**config.mk**
```make
export PLATFORM = sky130hd
export DESIGN_NAME = temp_sample_filter_flat
export DESIGN_NICKNAME = d
export VERILOG_FILES = /design/src/rtl/temp_sample_filter_if.sv /design/src/rtl/temp_sample_filter.sv /design/src/flat_wrapper.sv
export SDC_FILE = /design/constraint.sdc
export NUM_CORES = 1
export LEC_CHECK = 0
export CAP_MARGIN = 10
export CORE_MARGIN = 3
export CORE_UTILIZATION = 40
export DETAILED_ROUTE_END_ITERATION = 8
export PLACE_DENSITY = 0.58
export SYNTH_ARGS = -nofsm -noshare
export SYNTH_HDL_FRONTEND = slang
export SYNTH_SLANG_ARGS = --single-unit
```
**constraint.sdc**
```tcl
create_clock -name clk -period 3.3 [get_ports clk]
set_clock_uncertainty 0.15 [all_clocks]
set_input_delay 0.66 -clock clk [delete_from_list [all_inputs] [get_ports clk]]
set_output_delay 0.66 -clock clk [all_outputs]
set_load 0.05 [all_outputs]
```
**src/rtl/temp_sample_filter_if.sv**
```systemverilog
// Sample-in / filtered-result bundle between the ADC shift stage and the filter.
// The master drives ADC codes and observes the filter results; the slave is the filter.
interface temp_sample_filter_if #(
    parameter int DATA_W = 8
);
    logic [DATA_W-1:0] sample_in;
    logic              sample_valid;
    logic [DATA_W-1:0] avg_out;
    logic              avg_valid;
    logic              led;
    logic              alarm_rise;
    logic [DATA_W-1:0] peak_out;
    logic              window_full;

    modport master (
        output sample_in, sample_valid,
        input  avg_out, avg_valid, led, alarm_rise, peak_out, window_full
    );

    modport slave (
        input  sample_in, sample_valid,
        output avg_out, avg_valid, led, alarm_rise, peak_out, window_full
    );
endinterface

```
**src/rtl/temp_sample_filter.sv**
```systemverilog
// Moving-average filter over a power-of-two window of ADC temperature codes.
// The filtered value drives a hysteresis LED, a rising-alarm pulse and a peak tracker.
module temp_sample_filter #(
    parameter int                DATA_W   = 8,
    parameter int                AVG_LOG2 = 2,
    parameter logic [DATA_W-1:0] TH_HIGH  = 8'd10,
    parameter logic [DATA_W-1:0] TH_LOW   = 8'd7
) (
    input  logic                 clk,
    input  logic                 rstc,
    temp_sample_filter_if.slave  bus
);
    localparam int DEPTH = 1 << AVG_LOG2;
    localparam int SUM_W = DATA_W + AVG_LOG2;
    localparam int CNT_W = AVG_LOG2 + 1;
    localparam logic [CNT_W-1:0] DEPTH_CNT = CNT_W'(DEPTH);

    typedef enum logic {FILL, RUN} state_t;

    state_t              state_q, state_d;
    logic [DATA_W-1:0]   win_q [DEPTH];
    logic [DATA_W-1:0]   win_d [DEPTH];
    logic [SUM_W-1:0]    sum_q, sum_d;
    logic [CNT_W-1:0]    cnt_q, cnt_d;
    logic [AVG_LOG2-1:0] wptr_q, wptr_d;
    logic                pend_q, pend_d;
    logic [DATA_W-1:0]   avg_q, avg_d;
    logic                avg_valid_q, avg_valid_d;
    logic                led_q, led_d;
    logic                alarm_q, alarm_d;
    logic [DATA_W-1:0]   peak_q, peak_d;
    logic [DATA_W-1:0]   new_avg;

    always_comb begin
        state_d     = state_q;
        win_d       = win_q;
        sum_d       = sum_q;
        cnt_d       = cnt_q;
        wptr_d      = wptr_q;
        pend_d      = 1'b0;
        avg_d       = avg_q;
        avg_valid_d = 1'b0;
        led_d       = led_q;
        alarm_d     = 1'b0;
        peak_d      = peak_q;
        new_avg     = DATA_W'(sum_q >> AVG_LOG2);

        // pend_q marks that sum_q already includes a sample accepted last cycle
        if (pend_q) begin
            avg_d       = new_avg;
            avg_valid_d = 1'b1;
            if (new_avg > TH_HIGH) begin
                led_d = 1'b1;
            end else if (new_avg < TH_LOW) begin
                led_d = 1'b0;
            end
            alarm_d = led_d & ~led_q;
            if (new_avg > peak_q) begin
                peak_d = new_avg;
            end
        end

        if (bus.sample_valid) begin
            sum_d         = sum_q + SUM_W'(bus.sample_in) - SUM_W'(win_q[wptr_q]);
            win_d[wptr_q] = bus.sample_in;
            wptr_d        = wptr_q + 1'b1;
            if (state_q == FILL) begin
                cnt_d = cnt_q + 1'b1;
                if (cnt_d == DEPTH_CNT) begin
                    state_d = RUN;
                    pend_d  = 1'b1;
                end
            end else begin
                pend_d = 1'b1;
            end
        end
    end

    always_ff @(posedge clk) begin
        if (rstc) begin
            state_q     <= FILL;
            for (int i = 0; i < DEPTH; i++) begin
                win_q[i] <= '0;
            end
            sum_q       <= '0;
            cnt_q       <= '0;
            wptr_q      <= '0;
            pend_q      <= 1'b0;
            avg_q       <= '0;
            avg_valid_q <= 1'b0;
            led_q       <= 1'b0;
            alarm_q     <= 1'b0;
            peak_q      <= '0;
        end else begin
            state_q     <= state_d;
            win_q       <= win_d;
            sum_q       <= sum_d;
            cnt_q       <= cnt_d;
            wptr_q      <= wptr_d;
            pend_q      <= pend_d;
            avg_q       <= avg_d;
            avg_valid_q <= avg_valid_d;
            led_q       <= led_d;
            alarm_q     <= alarm_d;
            peak_q      <= peak_d;
        end
    end

    assign bus.avg_out     = avg_q;
    assign bus.avg_valid   = avg_valid_q;
    assign bus.led         = led_q;
    assign bus.alarm_rise  = alarm_q;
    assign bus.peak_out    = peak_q;
    assign bus.window_full = (state_q == RUN);
endmodule
```
**src/flat_wrapper.sv**
```systemverilog
// flat-port wrapper written by rule: the top's interface ports become plain ports
module temp_sample_filter_flat 
#(
    parameter int                DATA_W   = 8,
    parameter int                AVG_LOG2 = 2,
    parameter logic [DATA_W-1:0] TH_HIGH  = 8'd10,
    parameter logic [DATA_W-1:0] TH_LOW   = 8'd7
)
  (clk, rstc, bus_sample_in, bus_sample_valid, bus_avg_out, bus_avg_valid, bus_led, bus_alarm_rise, bus_peak_out, bus_window_full);
  temp_sample_filter_if #(.DATA_W(DATA_W)) bus_i ();
  input  logic clk;
  input  logic rstc;
  input wire logic [$bits(bus_i.sample_in)-1:0] bus_sample_in;
  input wire logic [$bits(bus_i.sample_valid)-1:0] bus_sample_valid;
  output wire logic [$bits(bus_i.avg_out)-1:0] bus_avg_out;
  output wire logic [$bits(bus_i.avg_valid)-1:0] bus_avg_valid;
  output wire logic [$bits(bus_i.led)-1:0] bus_led;
  output wire logic [$bits(bus_i.alarm_rise)-1:0] bus_alarm_rise;
  output wire logic [$bits(bus_i.peak_out)-1:0] bus_peak_out;
  output wire logic [$bits(bus_i.window_full)-1:0] bus_window_full;
  assign bus_i.sample_in = bus_sample_in;
  assign bus_i.sample_valid = bus_sample_valid;
  assign bus_avg_out = bus_i.avg_out;
  assign bus_avg_valid = bus_i.avg_valid;
  assign bus_led = bus_i.led;
  assign bus_alarm_rise = bus_i.alarm_rise;
  assign bus_peak_out = bus_i.peak_out;
  assign bus_window_full = bus_i.window_full;
  temp_sample_filter #(.DATA_W(DATA_W), .AVG_LOG2(AVG_LOG2), .TH_HIGH(TH_HIGH), .TH_LOW(TH_LOW)) u_core (.clk(clk), .rstc(rstc), .bus(bus_i));
endmodule
```
* After elaboration in Yosys (flattened, before gate mapping)
Index checks and enable logic that the tools add are counted.
** Operators by class
- Add/sub/neg operators :: 4
- $lt $le $gt $ge :: 5
- Equality and inequality tests :: 1
- Mux-type cells :: 12
- Bitwise gates (word level) :: 6
- Reductions and logical operators :: 5
** Operator list (number)
- $bwmux W32 :: 1
- $mux W8 :: 3
- $bmux W8 S2 :: 1
- $demux W8 S2 :: 1
- $add A10 B8 Y10 :: 1
- $sub A10 B8 Y10 :: 1
- $gt A8 B4 Y1 const B :: 1
- $gt A8 B8 Y1 :: 1
- $lt A8 B3 Y1 const B :: 1
- $mux W1 :: 6
- $not A1 Y1 :: 4
- $reduce_and A2 Y1 :: 2
- $reduce_or A2 Y1 :: 2
- $add A3 B1 Y3 const B :: 1
- $eq A3 B3 Y1 const B :: 1
- $ge A3 B3 Y1 const B :: 1
- $lt A3 B1 Y1 const B :: 1
- $not A2 Y3 :: 1
- $add A2 B1 Y2 const B :: 1
- $and A1 B1 Y1 :: 1
- $logic_and A1 B1 Y1 :: 1
** Storage, ports and cells
- Register bits after elaboration :: 68
- Input bits :: 11

* Depth between registers and ports, before layout
- Depth after elaboration :: 6
- Mapped depth :: 12
- Depth with buffers taken out :: 11

* Worst setup path after synthesis
OpenSTA, ideal clock, no wires.
- Path kind :: reg2reg
- Start point :: reg u_core.wptr_q[0]
- End point :: reg u_core.sum_q[8]
- Library setup time :: 0.132 ns
- Data arrival time :: 2.966 ns
- Data required time :: 3.018 ns
- Path slack :: 0.052 ns
- Stages on the path, launching flop included :: 11
- Buffers on the path :: 1
- Clock period less this slack :: 3.248 ns
- Path through :: dfxtp_1 -> buf_2 -> mux4_2 -> fa_1 -> inv_1 -> ha_1 -> nor2b_4 -> o31a_2 -> o41ai_2 -> mux2i_1 -> o311ai_1
** Between the ends
- Cells in the longest elaborated chain, start to end :: 5
** RTL lines
- from (decl) :: line temp_sample_filter.sv:25 : logic [AVG_LOG2-1:0] wptr_q, wptr_d;
- from (signal assigned) :: line temp_sample_filter.sv:99 : wptr_q <= wptr_d;
- $not A2 Y3 (not written as such) :: line temp_sample_filter.sv:64 : sum_d = sum_q + SUM_W'(bus.sample_in) - SUM_W'(win_q[wptr_q]);
- $bmux W8 S2 :: line temp_sample_filter.sv:64
- $mux W8 (not written as such) (2 in series) :: line temp_sample_filter.sv:64
- $sub A10 B8 Y10 :: line temp_sample_filter.sv:64
- to (signal assigned) :: line temp_sample_filter.sv:97 : sum_q <= sum_d;
- to (decl) :: line temp_sample_filter.sv:23 : logic [SUM_W-1:0] sum_q, sum_d;
Every way passes these cells. The select of a mux whose other input is x is not followed.
A chain may end at the register's enable or synchronous reset.

* Worst setup path in the final report
Ends and elaborated chain as after synthesis.

==> results by group <==
Yosys
  – Yosys reg bits: 68
  – Post-synthesis xor/xnor area fraction: 1.41%
  – Top FF cell, synth: dfxtp_1
  – Synth cell types: 46
  – Cells after Synth: around 420
  – Cell area after synthesis: about 3700 um2
  – Largest family of logic cells by synthesized area: simple AND/OR/NAND/NOR gates
  – Syn avg cell area: just under 9 um2
  – Synth Area in Compound Gates: roughly 12%
  – Post-synth EDFFs: 0
  – Seq/Total Area, Yosys: between 30% and 40%
  – Syn_nets: roughly 470
  – Ys Warns: 0
  – Post-Synth Simple-Gate Area: between 10% and 20%
  – Mux cell area share after synthesis: 11.0%
  – Async set-reset flop share out of synthesis: 0%
  – Post-synthesis adder-cell area fraction: 12.7%

Placed design
  – Placed Cells: 562
  – DP HPWL: approximately 6.0 mm
  – Placed Area: about 4300 um2
  – Input/output buffers: 30
  – Gpl congestion: about 0.81
  – Pre-CTS setup slack: -0.189 ns

Power and ir drop
  – Lkg Pwr: 0.00175 uW
  – Share of power burned in registers: about a third
  – Switching pwr: 993 uW
  – Total power: 2890 uW
  – Combinational power share: between 30% and 40%
  – Internal power: between 1500 and 2000 uW
  – Peak VDD IR: ~280 uV
  – Cell Pwr Density: 639 nW/um2
  – Clock group share of total power: between 20% and 30%
  – Switching share of power: 34.3%

Setup path
  – Crit path DAT: 3.16 ns
  – Maximum fanout along the worst path: 4
  – Startpoint Class: flop
  – Worst Path Required: 3.34 ns
  – Dominant delay contributor by cell family on the critical path: adder cells
  – Critical-path cell list: mux4_2 -> fa_1 -> inv_1 -> ha_1 -> nor2b_4 -> o31a_2 -> o41ai_4 -> mux2i_1 -> o311ai_1
  – CP Buf/Inv Count: 1
  – Max stage delay on crit path: 0.54 ns
  – Endpoint kind of the worst setup timing path: flop
  – Kind of critical path: flop to flop
  – Critical-path cell with the highest stage delay: mux4_2

Clock tree
  – Cells resized by post-CTS repair: 0
  – CTS Buffer Depth: 2
  – CTS H-Tree Depth: 3
  – Clock-pin slew on the worst setup and hold paths: ~0.08 ns
  – CTS tree: done
  – Clock root cell: clkbuf_8
  – CTS Sinks: between 60 and 70
  – CTS Buf Count: 9
  – Clock latency on the worst-skew pair: about 0.35 ns
  – Hold buffer count at cts: 0
  – Post-CTS Repair Setup Buffers: 0

Cells and area
  – Final std cells w/o fill: roughly 580
  – Final-stage net count: roughly 500
  – Fillers: between 800 and 900
  – Most frequent cells in the layout: dfxtp_1, nand2_1, inv_1, a21oi_1, nand3_1
  – Ant. Diodes: 0
  – Most common cell after layout, fill and taps aside: dfxtp_1
  – Fin area: between 4000 and 5000 um2
  – Area Growth Syn to Fin: 21.2%
  – Fraction of layout cells with a size suffix above 1: between 10% and 20%

Floorplan
  – Initial Util: approximately 42%
  – Die width: 103 um
  – Die area: between 10000 and 15000 um2
  – IO Pins: 31
  – Die H: roughly 100 um
  – Core ar.: 8890 um2
  – Placement Rows: 34

Global routing
  – Largest net degree at the start of global routing: 67
  – Vias in the first global route: around 2900
  – First-pass GRT wire length: about 14 mm
  – All-Layer GR Usage: 17.4%
  – Initial antenna violation count: 0
  – GRT overflow: 0

Routing
  – First-pass DRT Iterations: 4
  – DR vias: around 3000
  – Post-DRT Antenna Nets: 0
  – DR vias/cell: 5.16
  – DRC: 0
  – Routed WL per cell: 14.8 um
  – DRT iter0 DRCs: about 110
  – Routed WL: 8.53 mm

Hold path
  – Hold Crit Class: flop to flop

STA
  – Slew @ Worst Pin: between 1 and 1.5 ns
  – Fmax: 321 MHz
  – Final min period: ~3.1 ns
  – RSZ-0062 raised after global routing: no
  – Minimum hold slack: between 0.3 and 0.4 ns
  – Final setup viols: 0
  – Pins Over Slew Limit: 0
  – Period utilization: between 90% and 100%
  – Final Hold Fails: 0
  – Setup WS post-layout: roughly 0.18 ns
  – Slew margin rel.: 27.6%

Status
  – Status: completed

Flow run
  – # Max-Cap Violations: 0
## flip-flops by register name (all words and copies together), names as in the netlist, 2 cells and up
name                 flops
u_core.cnt_q             3
u_core.bus.peak_out      8
u_core.wptr_q            2
u_core.win_q            32
u_core.sum_q            10
u_core.bus.avg_out       8
## cell usage after synthesis, types with 3 or more instances
cell type  count  share of area [%]
nor3b_1        4               0.80
o21ai_1        3               0.40
buf_2         13                1.7
nand2_1       44                4.4
inv_1         43                4.3
clkbuf_1       7               0.70
mux4_2         8                4.8
fa_1           8                4.3
nand4_1        4               0.67
mux2i_1       23                6.2
ha_1          25                8.4
a21oi_1       41                5.5
o21ai_0        5               0.67
nor2_1        28                2.8
nor2b_1        3               0.50
a211oi_1       3               0.60
nand2b_1      17                2.8
buf_1          3               0.30
xnor2_1        4               0.94
dfxtp_1       68                 36
nand3_1       36                4.8
a31oi_1        3               0.50
## metal layers
metal  up-vias  global-route usage, %  share of wire [%]
met4         0                   9.28                2.7
met2        44                   26.1                 46
li1       1527                      -                  -
met3        16                   3.25                2.9
met1      1393                   23.8                 49
met5         -                      0                  0
## final timing paths
kind	cells past startpoint	endpoint	slack, ns	startpoint
setup / recovery	9	u_core.sum_q[8]$_SDFFE_PP0P_	0.18	u_core.wptr_q[0]$_SDFFE_PP0P_
hold reg to reg	2	u_core.win_q[28]$_SDFFE_PP0P_	0.30	u_core.win_q[28]$_SDFFE_PP0P_
hold / removal	2	u_core.win_q[28]$_SDFFE_PP0P_	0.30	u_core.win_q[28]$_SDFFE_PP0P_
setup reg to reg	9	u_core.sum_q[8]$_SDFFE_PP0P_	0.18	u_core.wptr_q[0]$_SDFFE_PP0P_
## stage by stage
stage | setup TNS (ns) | utilization (%)
after floorplan | 0 | -
after CTS | 0 | 50.7
after detailed placement | -0.454 | 47.9
after global placement | -0.309 | 47.9
after global routing | 0 | 50.9
final | 0 | 50.9
## power by group through the flow
stage / logic (uW) / registers, uW / clock network [uW]
finish: 1100 / 944 / 854
global route: 1240 / 953 / 911
CTS: 1080 / 946 / 878
detailed placement: 1060 / 965 / 0
global placement: 1040 / 964 / 0
floorplan: 753 / 942 / 0
## cell type report
type                    count  area (um2)  area share, %
clock inverters             6         111           2.46
well taps                 108         135           2.98
clock buffers              10         138           3.04
inverters                  43         161           3.56
flip-flops and latches     68        1370           30.1
multi-input cells         288        2130           47.0
repair buffers             55         490           10.8
## cells by family after synthesis
group           Yosys count
simple gates            145
compound gates           73
flops                    68
buf+inv                  66
fa+ha+maj                33
mux                      31
xor+xnor                  6
## worst register-to-register path: cells and delay by family (launching register included)
family / cells / cell delay [ns]
AOI/OAI and AO/OA: 3 / 0.68
adders and majority gates: 2 / 0.79
buffers and inverters: 1 / 0.04
DFF: 1 / 0.39
muxes: 2 / 0.79
and+or+nand+nor: 1 / 0.13
Note: power is estimated with default switching activity, not from simulation.
